--- config.mk ---
export PLATFORM = sky130hd
export DESIGN_NAME = pwm
export DESIGN_NICKNAME = d
export VERILOG_FILES = /design/src/rtl/pwm_pkg.sv /design/src/rtl/pwm_tick_gen.sv /design/src/rtl/pwm.sv
export SDC_FILE = /design/constraint.sdc
export NUM_CORES = 1
export LEC_CHECK = 0
export CORE_ASPECT_RATIO = 0.9
export CORE_MARGIN = 10
export CORE_UTILIZATION = 54
export CTS_BUF_LIST = sky130_fd_sc_hd__clkbuf_8
export CTS_CLUSTER_SIZE = 12
export DETAILED_ROUTE_END_ITERATION = 6
export GPL_TIMING_DRIVEN = 0
export PLACE_DENSITY_LB_ADDON = 0.1
export RECOVER_POWER = 25
export SYNTH_ARGS = -nofsm -noshare
export SYNTH_HDL_FRONTEND = slang
export SYNTH_SLANG_ARGS = --single-unit
--- constraint.sdc ---
create_clock -name clk -period 1.65 [get_ports clk]
set_input_delay 0.33 -clock clk [delete_from_list [all_inputs] [get_ports clk]]
set_output_delay 0.33 -clock clk [all_outputs]
set_load 0.01 [all_outputs]
--- src/rtl/pwm_pkg.sv ---
// Shared widths and types for the motor-speed PWM generator.
package pwm_pkg;

  localparam int DUTY_W = 4;
  localparam logic [DUTY_W-1:0] CNT_MAX = 4'd15;

  typedef logic [DUTY_W-1:0] duty_t;

endpackage

--- src/rtl/pwm_tick_gen.sv ---
// Prescaler: emits a one-clock tick every PRESCALE clocks (constant 1 when PRESCALE=1).
module pwm_tick_gen #(
  parameter int PRESCALE = 1
) (
  input  logic clk,
  input  logic rst,
  output logic tick
);

  localparam logic [15:0] PRE_MAX = 16'(PRESCALE - 1);

  logic [15:0] r_pre_cnt;

  assign tick = (r_pre_cnt == PRE_MAX);

  always_ff @(posedge clk or posedge rst) begin
    if (rst) begin
      r_pre_cnt <= '0;
    end else if (tick) begin
      r_pre_cnt <= '0;
    end else begin
      r_pre_cnt <= r_pre_cnt + 16'd1;
    end
  end

endmodule

--- src/rtl/pwm.sv ---
// Motor-speed PWM: 16-step period counter, duty latched at period wrap, registered compare output.
module pwm
  import pwm_pkg::*;
#(
  parameter int PRESCALE = 1
) (
  input  logic  clk,
  input  logic  rst,
  input  duty_t ALU_result,
  output logic  speed_motor
);

  logic  w_tick;
  logic  w_wrap;
  duty_t r_cnt;
  duty_t r_duty_q;
  logic  r_speed;

  pwm_tick_gen #(
    .PRESCALE(PRESCALE)
  ) u_tick_gen (
    .clk (clk),
    .rst (rst),
    .tick(w_tick)
  );

  // Duty only changes at the wrap edge so no pulse is ever cut short.
  assign w_wrap = w_tick && (r_cnt == CNT_MAX);

  always_ff @(posedge clk or posedge rst) begin
    if (rst) begin
      r_cnt    <= '0;
      r_duty_q <= '0;
      r_speed  <= 1'b0;
    end else begin
      if (w_tick) begin
        r_cnt <= r_cnt + 4'd1;
      end
      if (w_wrap) begin
        r_duty_q <= ALU_result;
      end
      r_speed <= (r_cnt < r_duty_q);
    end
  end

  assign speed_motor = r_speed;

endmodule

-- Word level (Yosys, flattened, before mapping)
Cells that the tools add are included.
- register bits: 25
- latch bits: 0
- bits in writable memories: 0
- ROM bits: 0
- output and inout port bits: 1
- logic and storage cells: 11
- memories: 0
- $add $sub $neg: 2
- $mul: 0
- div/mod/pow operators: 0
- order comparisons: 1
- eq/ne operators: 1
- shift-type cells: 0
- mux-type cells: 1
- bitwise operators: 0
- reduce and logical (&&, ||, !) cells: 2
- operator list (operator ; count):
    $add 16x1->16 const B ; 1
    $logic_not 16->1 ; 1
    $mux 16 ; 1
    $add 4x1->4 const B ; 1
    $eq 4x4->1 const B ; 1
    $lt 4x4->1 ; 1
    $logic_and 1x1->1 ; 1

-- Longest topological paths before layout
Gate-level depths: netlist (run 1).
- depth in word-level cells: 2
- mapped depth: 7
- depth with buffers taken out: 6

-- By module
Synthesis (run 1) repeated with hierarchy kept, for this count alone.
- cells, all modules: 103
- area, all modules: 1233.7 um^2
- by module, submodules not included (module ; times used ; cells an instance ; area each (um^2) ; sequential area each (um^2)):
    pwm_tick_gen ; 1 ; 70 ; 794.5 ; 400.4
    pwm ; 1 ; 33 ; 439.2 ; 225.2

-- Worst setup path after synthesis (run 1)
Ideal clock, no wire load.
- path kind: flip-flop to flip-flop
- start: register u_tick_gen.r_pre_cnt[0]
- end: register r_duty_q[0]
- library setup time: 0.125 ns
- arrival time: 1.506 ns
- data required time: 1.525 ns
- slack: 0.019 ns
- cell stages (with the launch flop): 8
- path buffers: 1
- cell sequence: dfrtp_1 -> inv_1 -> ha_1 -> nor4b_2 -> and4_1 -> buf_6 -> nand4_4 -> mux2_4
- longest elaborated chain between the ends: 2
- ends and longest elaborated chain (item ; line ; RTL):
    start, declared ; pwm_tick_gen.sv:12 ; logic [15:0] r_pre_cnt;
    start signal, assigned ; pwm_tick_gen.sv:22 ; r_pre_cnt <= r_pre_cnt + 16'd1;
    $logic_not 16->1 ; pwm_tick_gen.sv:14 ; assign tick = (r_pre_cnt == PRE_MAX);
    $logic_and 1x1->1 ; pwm.sv:28 ; assign w_wrap = w_tick && (r_cnt == CNT_MAX);
    end signal, assigned ; pwm.sv:40 ; r_duty_q <= ALU_result;
    end, declared ; pwm.sv:16 ; duty_t r_duty_q;
No other way between the ends.
A chain may end at the register's enable or synchronous reset.

-- Worst setup path in the final report (run 1)
- start: register u_tick_gen.r_pre_cnt[9]
- end: register r_duty_q[0]
The elaborated chain is that of the path after synthesis.

==> flow_metrics.tcl, run 1 <==
set metrics [dict create \
    status "finished, violations left" \
    violations "setup timing" \
    diodes 0 \
    max_slew.worst_pin.slew_ns 0.925 \
    setup_slack_ns -0.0209 \
    critPathMaxFanout 5 \
    holdPathStages 1 \
    wire_per_inst_um 14.1 \
    initial_core_util_pct 56.0 \
    pre_cts_ws_ns -0.136 \
    worstPathArrival_ns 1.82 \
    slew-limit-headroom_pct 38.3 \
    grt_max_degree 26 \
    p_leak_nw 0.684 \
    worstPathRequired_ns 1.80 \
    firstDrtPassIters 3 \
    maxCapViolCount 0 \
    dieArea_um2 4540 \
    cts_tree "built" \
    groute.usage.overall_pct 9.68 \
    critPathCaptureType "register" \
    htreeDepth 1 \
    synth.yosys.seq_area_share_pct 51.7 \
    area_delta_synth_final_pct 15.7 \
    ys_warn_count 0 \
    nets 127 \
    clkTransAtPathRegs_ns 0.09 \
    synth_cells 100 \
    die_y_um 64.9 \
    rsz0062_at_grt "yes" \
    pin_count 7 \
    hpwl_um 1360 \
    drtIter0Drc 35 \
    hp-start "u_tick_gen.r_pre_cnt[15]" \
    post-place-cells 133 \
    r2r-start "u_tick_gen.r_pre_cnt[9]" \
    ys_types 24 \
    period_minus_slack_ns 1.67 \
    vias_per_cell 5.14 \
    synth_fp_nets 112 \
    yosys.area_share.simple_pct 17.6 \
    grt_antenna_before_repair 0 \
    setup_viol 5 \
    synth-seq-cells 25 \
    grt.overflow.total 0 \
    synthesis.area_um2 1210 \
    vias 725 \
    layoutNonFillerInstCount 141 \
    synthXorXnorAreaFrac_pct 12.3 \
    fin_crit_sh_pct 101 \
    crit_start "u_tick_gen.r_pre_cnt[9]" \
    cts-root-buf "clkbuf_8" \
    fin_util_pct 64.8 \
    routed_wl_um 1990 \
    p_per_area_nw_per_um2 722 \
    cts_buffer_depth 2 \
    clock_skew_ns 0.00640 \
    muxShareOfSynthArea_pct 5.89 \
    drive_gt1_share_pct 16.7 \
    critPathKind "register to register" \
    ff2ff_path_depth 5 \
    syn_avg_cell_area_um2 12.1 \
    ir_drop_uv 664 \
    postCtsHoldBufs 0 \
    min_path_type "register to register" \
    portBuffers 6 \
    die_x_um 69.9 \
    hold_viol_final 0 \
    cts_buffers 3 \
    grt_first_pass_wirelength_um 3550 \
    drv_slew 0 \
    synth_top_family_by_area "simple AND/OR/NAND/NOR gates" \
    postRouteAntennaNets 0 \
    cts_num_sinks 25 \
    cp-start-kind "register" \
    synth_compound_area_share_pct 1.65 \
    drc 0 \
    clk_latency_ns 0.27 \
    rows 16 \
    fmax_mhz 598 \
    hold_slack_ns 0.498 \
    core_area_um2 2160 \
    synthAdderAreaFrac_pct 6.20 \
    grt_pass1_vias 758 \
    routabilityCongestion 0.735 \
]
[logic make-up (layout without fill, tap and decap cells)]
| family | Yosys count | in the layout |
|---|---|---|
| compound gates | 3 | 3 |
| xor+xnor | 17 | 17 |
| fa+ha+maj | 6 | 6 |
| buf+inv | 11 | 25 |
| flops | 25 | 25 |
| mux | 5 | 5 |
| simple gates | 33 | 33 |
[routing by layer]
metal | routed length [µm] | share of wire, % | vias up | global-route usage [%]
met4 | 17 | 0.86 | 0 | 3.69
li1 | - | - | 363 | -
met3 | 53 | 2.7 | 2 | 3.65
met5 | 0 | 0 | - | 0
met1 | 1000 | 50 | 354 | 11.7
met2 | 914 | 46 | 6 | 15.3
[worst max-delay path, stage by stage, from the launching register on]
cell and delay [ns]:
dfrtp_1 0.47, nor4_4 0.29, and4_1 0.24, buf_6 0.11
nand4_4 0.12, mux2_4 0.33
[final timing paths]
path	slack, ns	to
worst min register to register	0.50	u_tick_gen.r_pre_cnt[15]
max in group asynchronous	0.37	u_tick_gen.r_pre_cnt[4]
min in group asynchronous	0.71	r_duty_q[1]
worst max register to register	-0.02	r_duty_q[0]
worst min-delay path	0.50	u_tick_gen.r_pre_cnt[15]
worst max-delay path	-0.02	r_duty_q[0]
[cells in the mapped netlist]
cell type | instances | area [µm²]
and3_1 | 2 | 12.5
dfrtp_1 | 25 | 626
nand3_1 | 7 | 35.0
mux2_4 | 4 | 60.1
ha_1 | 6 | 75.1
nor4b_2 | 1 | 15.0
nor3_1 | 2 | 10.0
buf_6 | 2 | 22.5
mux2_2 | 1 | 11.3
and2b_2 | 1 | 8.76
nand4_4 | 1 | 21.3
inv_1 | 7 | 26.3
xor2_1 | 5 | 43.8
nor4_1 | 1 | 6.26
a21oi_1 | 1 | 5.00
nor2_1 | 5 | 18.8
xnor2_1 | 12 | 105
a21o_1 | 2 | 15.0
and4_1 | 3 | 26.3
nand4_1 | 4 | 25.0
nand2b_1 | 1 | 6.26
nand2_1 | 4 | 15.0
nor4_2 | 1 | 12.5
clkbuf_1 | 2 | 7.51
[timing repair]
item	in CTS	in global routing
endpoints found under the setup margin	5	11
resized for setup	2	0
pin swaps	3	1
gates cloned	0	0
setup buffers	5	1
[sequential cells by signal, summed over array words and instances, names as in the netlist]
register              count
r_cnt                     4
r_duty_q                  4
speed_motor               1
u_tick_gen.r_pre_cnt     16
[report_power, final]
group | leakage (nW) | internal (W) | total, W | switching (W)
Combinational | 0.325 | 0.0000207 | 0.0000384 | 0.0000177
Clock | 0.0269 | 0.000166 | 0.000351 | 0.000185
Sequential | 0.331 | 0.000618 | 0.000621 | 0.00000323
Total | 0.684 | 0.000805 | 0.00101 | 0.000206
[metrics by stage]
step / cell area (µm²) / total power, W / setup TNS (ns)
6_report: 1400 / 0.00101 / -0.0702
5_1_grt: 1400 / 0.00105 / -0.801
4_1_cts: 1400 / 0.00102 / -0.183
3_5_place_dp: 1300 / 0.000673 / -0.531
3_3_place_gp: 1300 / 0.000672 / -0.520
2_1_floorplan: 1210 / 0.000654 / 0
[cell usage in the layout (no fill, tap or decap), drive strengths merged, types with 2 or more instances in the layout]
| cell | n |
|---|---|
| xor2 | 5 |
| nor3 | 2 |
| buf | 6 |
| xnor2 | 12 |
| dfrtp | 25 |
| nand2 | 4 |
| nor4 | 2 |
| nand4 | 5 |
| and3 | 2 |
| mux2 | 5 |
| nor2 | 5 |
| clkbuf | 5 |
| inv | 8 |
| a21o | 2 |
| clkdlybuf4s50 | 5 |
| ha | 6 |
| nand3 | 7 |
| and4 | 3 |
[cell type report]
class | instances | area [µm²]
buffer | 2 | 22.5
clock buffer | 3 | 41.3
clock inverter | 1 | 3.75
fill | 175 | 762
inverter | 7 | 26.3
multi-input combinational | 64 | 546
sequential | 25 | 626
tap | 27 | 33.8
timing repair buffer | 12 | 101
No activity file was read; power rests on OpenSTA's default activity.
==> run 2, diff against run 1 <==
--- a/config.mk
+++ b/config.mk
@@ -14,6 +14,7 @@
 export GPL_TIMING_DRIVEN = 0
 export PLACE_DENSITY_LB_ADDON = 0.1
 export RECOVER_POWER = 25
+export SLEW_MARGIN = 5
 export SYNTH_ARGS = -nofsm -noshare
 export SYNTH_HDL_FRONTEND = slang
 export SYNTH_SLANG_ARGS = --single-unit
==> results of run 2 <==
Final layout, timing and power as in run 1 (identical DEF).
==> run 3, diff against run 2 <==
--- a/config.mk
+++ b/config.mk
@@ -7,7 +7,7 @@
 export LEC_CHECK = 0
 export CORE_ASPECT_RATIO = 0.9
 export CORE_MARGIN = 10
-export CORE_UTILIZATION = 54
+export CORE_UTILIZATION = 35
 export CTS_BUF_LIST = sky130_fd_sc_hd__clkbuf_8
 export CTS_CLUSTER_SIZE = 12
 export DETAILED_ROUTE_END_ITERATION = 6
@@ -17,4 +17,5 @@
 export SLEW_MARGIN = 5
 export SYNTH_ARGS = -nofsm -noshare
 export SYNTH_HDL_FRONTEND = slang
+export SYNTH_HIERARCHICAL = 1
 export SYNTH_SLANG_ARGS = --single-unit
==> run 3 against run 2 <==
  * The flow now finishes without violations
  * Register-to-register slack gained 0.04 ns
  * Cell count is 16% higher
  * Clock power grew 5%
  * Utilization shrank 21 points
==> flow_metrics.tcl, run 3 <==
set metrics [dict create \
    layout_commonest_cell "dfrtp_1" \
    vias 773 \
    pwr-share-clk_pct 35.9 \
    ys_top_cells_by_count "25 x dfrtp_1, 9 x inv_1, 9 x xnor2_1" \
    htreeDepth 1 \
    ir_drop_uv 291 \
    p_per_area_nw_per_um2 692 \
    synth_compound_area_share_pct 1.22 \
    yosys.area_share.simple_pct 21.8 \
    status "completed" \
    power_frac_seq_pct 60.3 \
    pin_count 7 \
    critPathKind "register to register" \
    fin_util_pct 44.0 \
    synth-seq-cells 25 \
    synth_top_area_share_pct 50.7 \
    internal-power_w 0.000806 \
    clock_skew_ns 0.00846 \
    reg_top3 "u_tick_gen/r_pre_cnt x16, r_cnt x4, r_duty_q x4" \
    switchingPower_w 0.000223 \
    rows 20 \
    p_leak_nw 0.684 \
    ys_warn_count 6 \
    worstPathRequired_ns 1.80 \
    routabilityCongestion 0.760 \
    crit_start "u_tick_gen/r_pre_cnt[4]" \
    yosysMostFrequentCell "dfrtp_1" \
    setup_slack_ns 0.0169 \
    rrSetupSlack_ns 0.02 \
    nets 132 \
    postRouteAntennaNets 0 \
    grt_antenna_before_repair 0 \
    synthXorXnorAreaFrac_pct 12.1 \
    synth-async-reset-ratio_pct 100 \
    cts_buffer_depth 2 \
    synth_cells 103 \
    synth.yosys.seq_area_share_pct 50.7 \
    cts_tree "built" \
    hold_viol_final 0 \
    min_path_type "register to register" \
    placed_cell_area_um2 1350 \
    r2r-start "u_tick_gen/r_pre_cnt[4]" \
    portBuffers 6 \
    pre_cts_ws_ns -0.240 \
    combPwrFrac_pct 3.8 \
    synth_fp_nets 115 \
    grt_pass1_vias 777 \
    largest_reg_flops 16 \
    synthesis.area_um2 1230 \
    worstPathArrival_ns 1.79 \
    ff2ff_path_depth 4 \
    final_area_um2 1490 \
    fin_crit_sh_pct 99.0 \
    fmax_mhz 612 \
    critPathMaxFanout 5 \
    area_delta_synth_final_pct 20.5 \
    wire_per_inst_um 14.1 \
    critPathCaptureType "register" \
    syn_avg_cell_area_um2 12.0 \
    grt_max_degree 17 \
    clk_latency_ns 0.27 \
    r2r_end "r_duty_q[2]" \
    clkTransAtPathRegs_ns 0.10 \
    switching_share_pct 21.7 \
    synth_top_area_cell "dfrtp_1" \
    synth_edf_count 0 \
    synthAdderAreaFrac_pct 6.09 \
    postCtsHoldBufs 0 \
    largest_register "u_tick_gen/r_pre_cnt" \
    routed_wl_um 2290 \
    initial_core_util_pct 36.5 \
    rsz0062_at_grt "yes" \
    maxCapViolCount 0 \
    hpwl_um 1560 \
    crit_end "r_duty_q[2]" \
    groute.usage.overall_pct 7.76 \
    die_y_um 76.3 \
    slew-limit-headroom_pct 57.9 \
    layout_common_cells "24 x dfrtp_1, 9 x xnor2_1, 9 x inv_1" \
    drtIter0Drc 28 \
    drv_slew 0 \
    drive_gt1_share_pct 26.9 \
    drc 0 \
    synth_top_family_by_area "simple AND/OR/NAND/NOR gates" \
    cp-start-kind "register" \
    period_minus_slack_ns 1.63 \
    cts-root-buf "clkbuf_8" \
    ys_types 25 \
    cts_num_sinks 25 \
    firstDrtPassIters 4 \
    diodes 0 \
    netlist_top_cells_area "dfrtp_1 51%, xnor2_1 6.4%, ha_1 6.1%" \
    core_area_um2 3380 \
    muxShareOfSynthArea_pct 4.56 \
    power_w 0.00103 \
    vias_per_cell 4.74 \
    grt.overflow.total 0 \
    grt_first_pass_wirelength_um 3910 \
    fillers 320 \
    synthFlopType "dfrtp_1" \
    hp-start "u_tick_gen/r_pre_cnt[15]" \
    die_x_um 82.6 \
    setup_viol 0 \
    cts_buffers 3 \
    max_slew.worst_pin.slew_ns 0.630 \
    dieArea_um2 6300 \
]
[run 3: cell types whose count changed after synthesis, sizes merged, moves of 2 or more]
cell   previous run  this run
inv               7         9
nor4              2         7
nand4             5         7
nand3             7         4
xor2              5         8
and3              2         0
nor3              2         5
xnor2            12         9
a21o              2         0
[run 3: power groups by stage]
stage	clock (W)	sequential [W]	combinational, W
finish	0.000369	0.000621	0.0000394
global route	0.000409	0.000622	0.0000458
CTS	0.000380	0.000621	0.0000401
detailed placement	0	0.000633	0.0000393
global placement	0	0.000633	0.0000389
floorplan	0	0.000633	0.0000198
[run 3: cells by family after synthesis]
logic type	count (synthesis)
flip-flops	25
XOR/XNOR	17
buffers and inverters	11
AND/OR/NAND/NOR	38
adder cells (fa/ha/maj)	6
multiplexers	5
AO/OA/AOI/OAI	1
[run 3: worst max-delay path: stages (launching register included)]
cell and delay, ns:
dfrtp_1 0.46, nor4_2 0.30, and4_4 0.31, nand4_4 0.13, mux2_4 0.32
[run 3: area by class of cell]
type	instances	area (µm²)	share of cell area, %
Clock buffer	3	41.3	2.78
Sequential cell	25	627	42.2
Tap cell	44	55.1	3.70
Multi-Input combinational cell	67	603	40.6
Buffer	1	5.00	0.337
Inverter	9	33.8	2.27
Timing Repair Buffer	13	116	7.83
Clock inverter	1	5.00	0.337
[run 3: per-layer routing]
metal	up-vias	global-route usage [%]	part of all wire, %
li1	387	-	-
met5	-	0	0
met2	3	10.4	44
met1	381	11.6	53
met4	0	2.34	0.57
met3	2	2.00	1.9
[run 3: timing repair]
item,CTS,global route
setup endpoints to repair,5,5
setup buffers,4,3
pin swaps,2,2
cloned,0,0
resized for setup,4,6
[run 3: per-stage QoR]
stage               hold slack [ns]  setup TNS, ns  std cells
finish                        0.481              0        163
global placement              0.462         -0.811        153
floorplan                     0.158              0        103
detailed placement            0.461         -0.894        153
global route                  0.488         -0.136        163
CTS                           0.382              0        160
[run 3: worst min path at each step]
stage,end,slack [ns],cells after the start
after floorplan,r_cnt[0],0.16,1
after global placement,u_tick_gen/r_pre_cnt[15],0.46,1
after detailed placement,u_tick_gen/r_pre_cnt[15],0.46,1
after CTS,speed_motor,0.38,2
after global routing,u_tick_gen/r_pre_cnt[15],0.49,1
final,u_tick_gen/r_pre_cnt[15],0.48,1
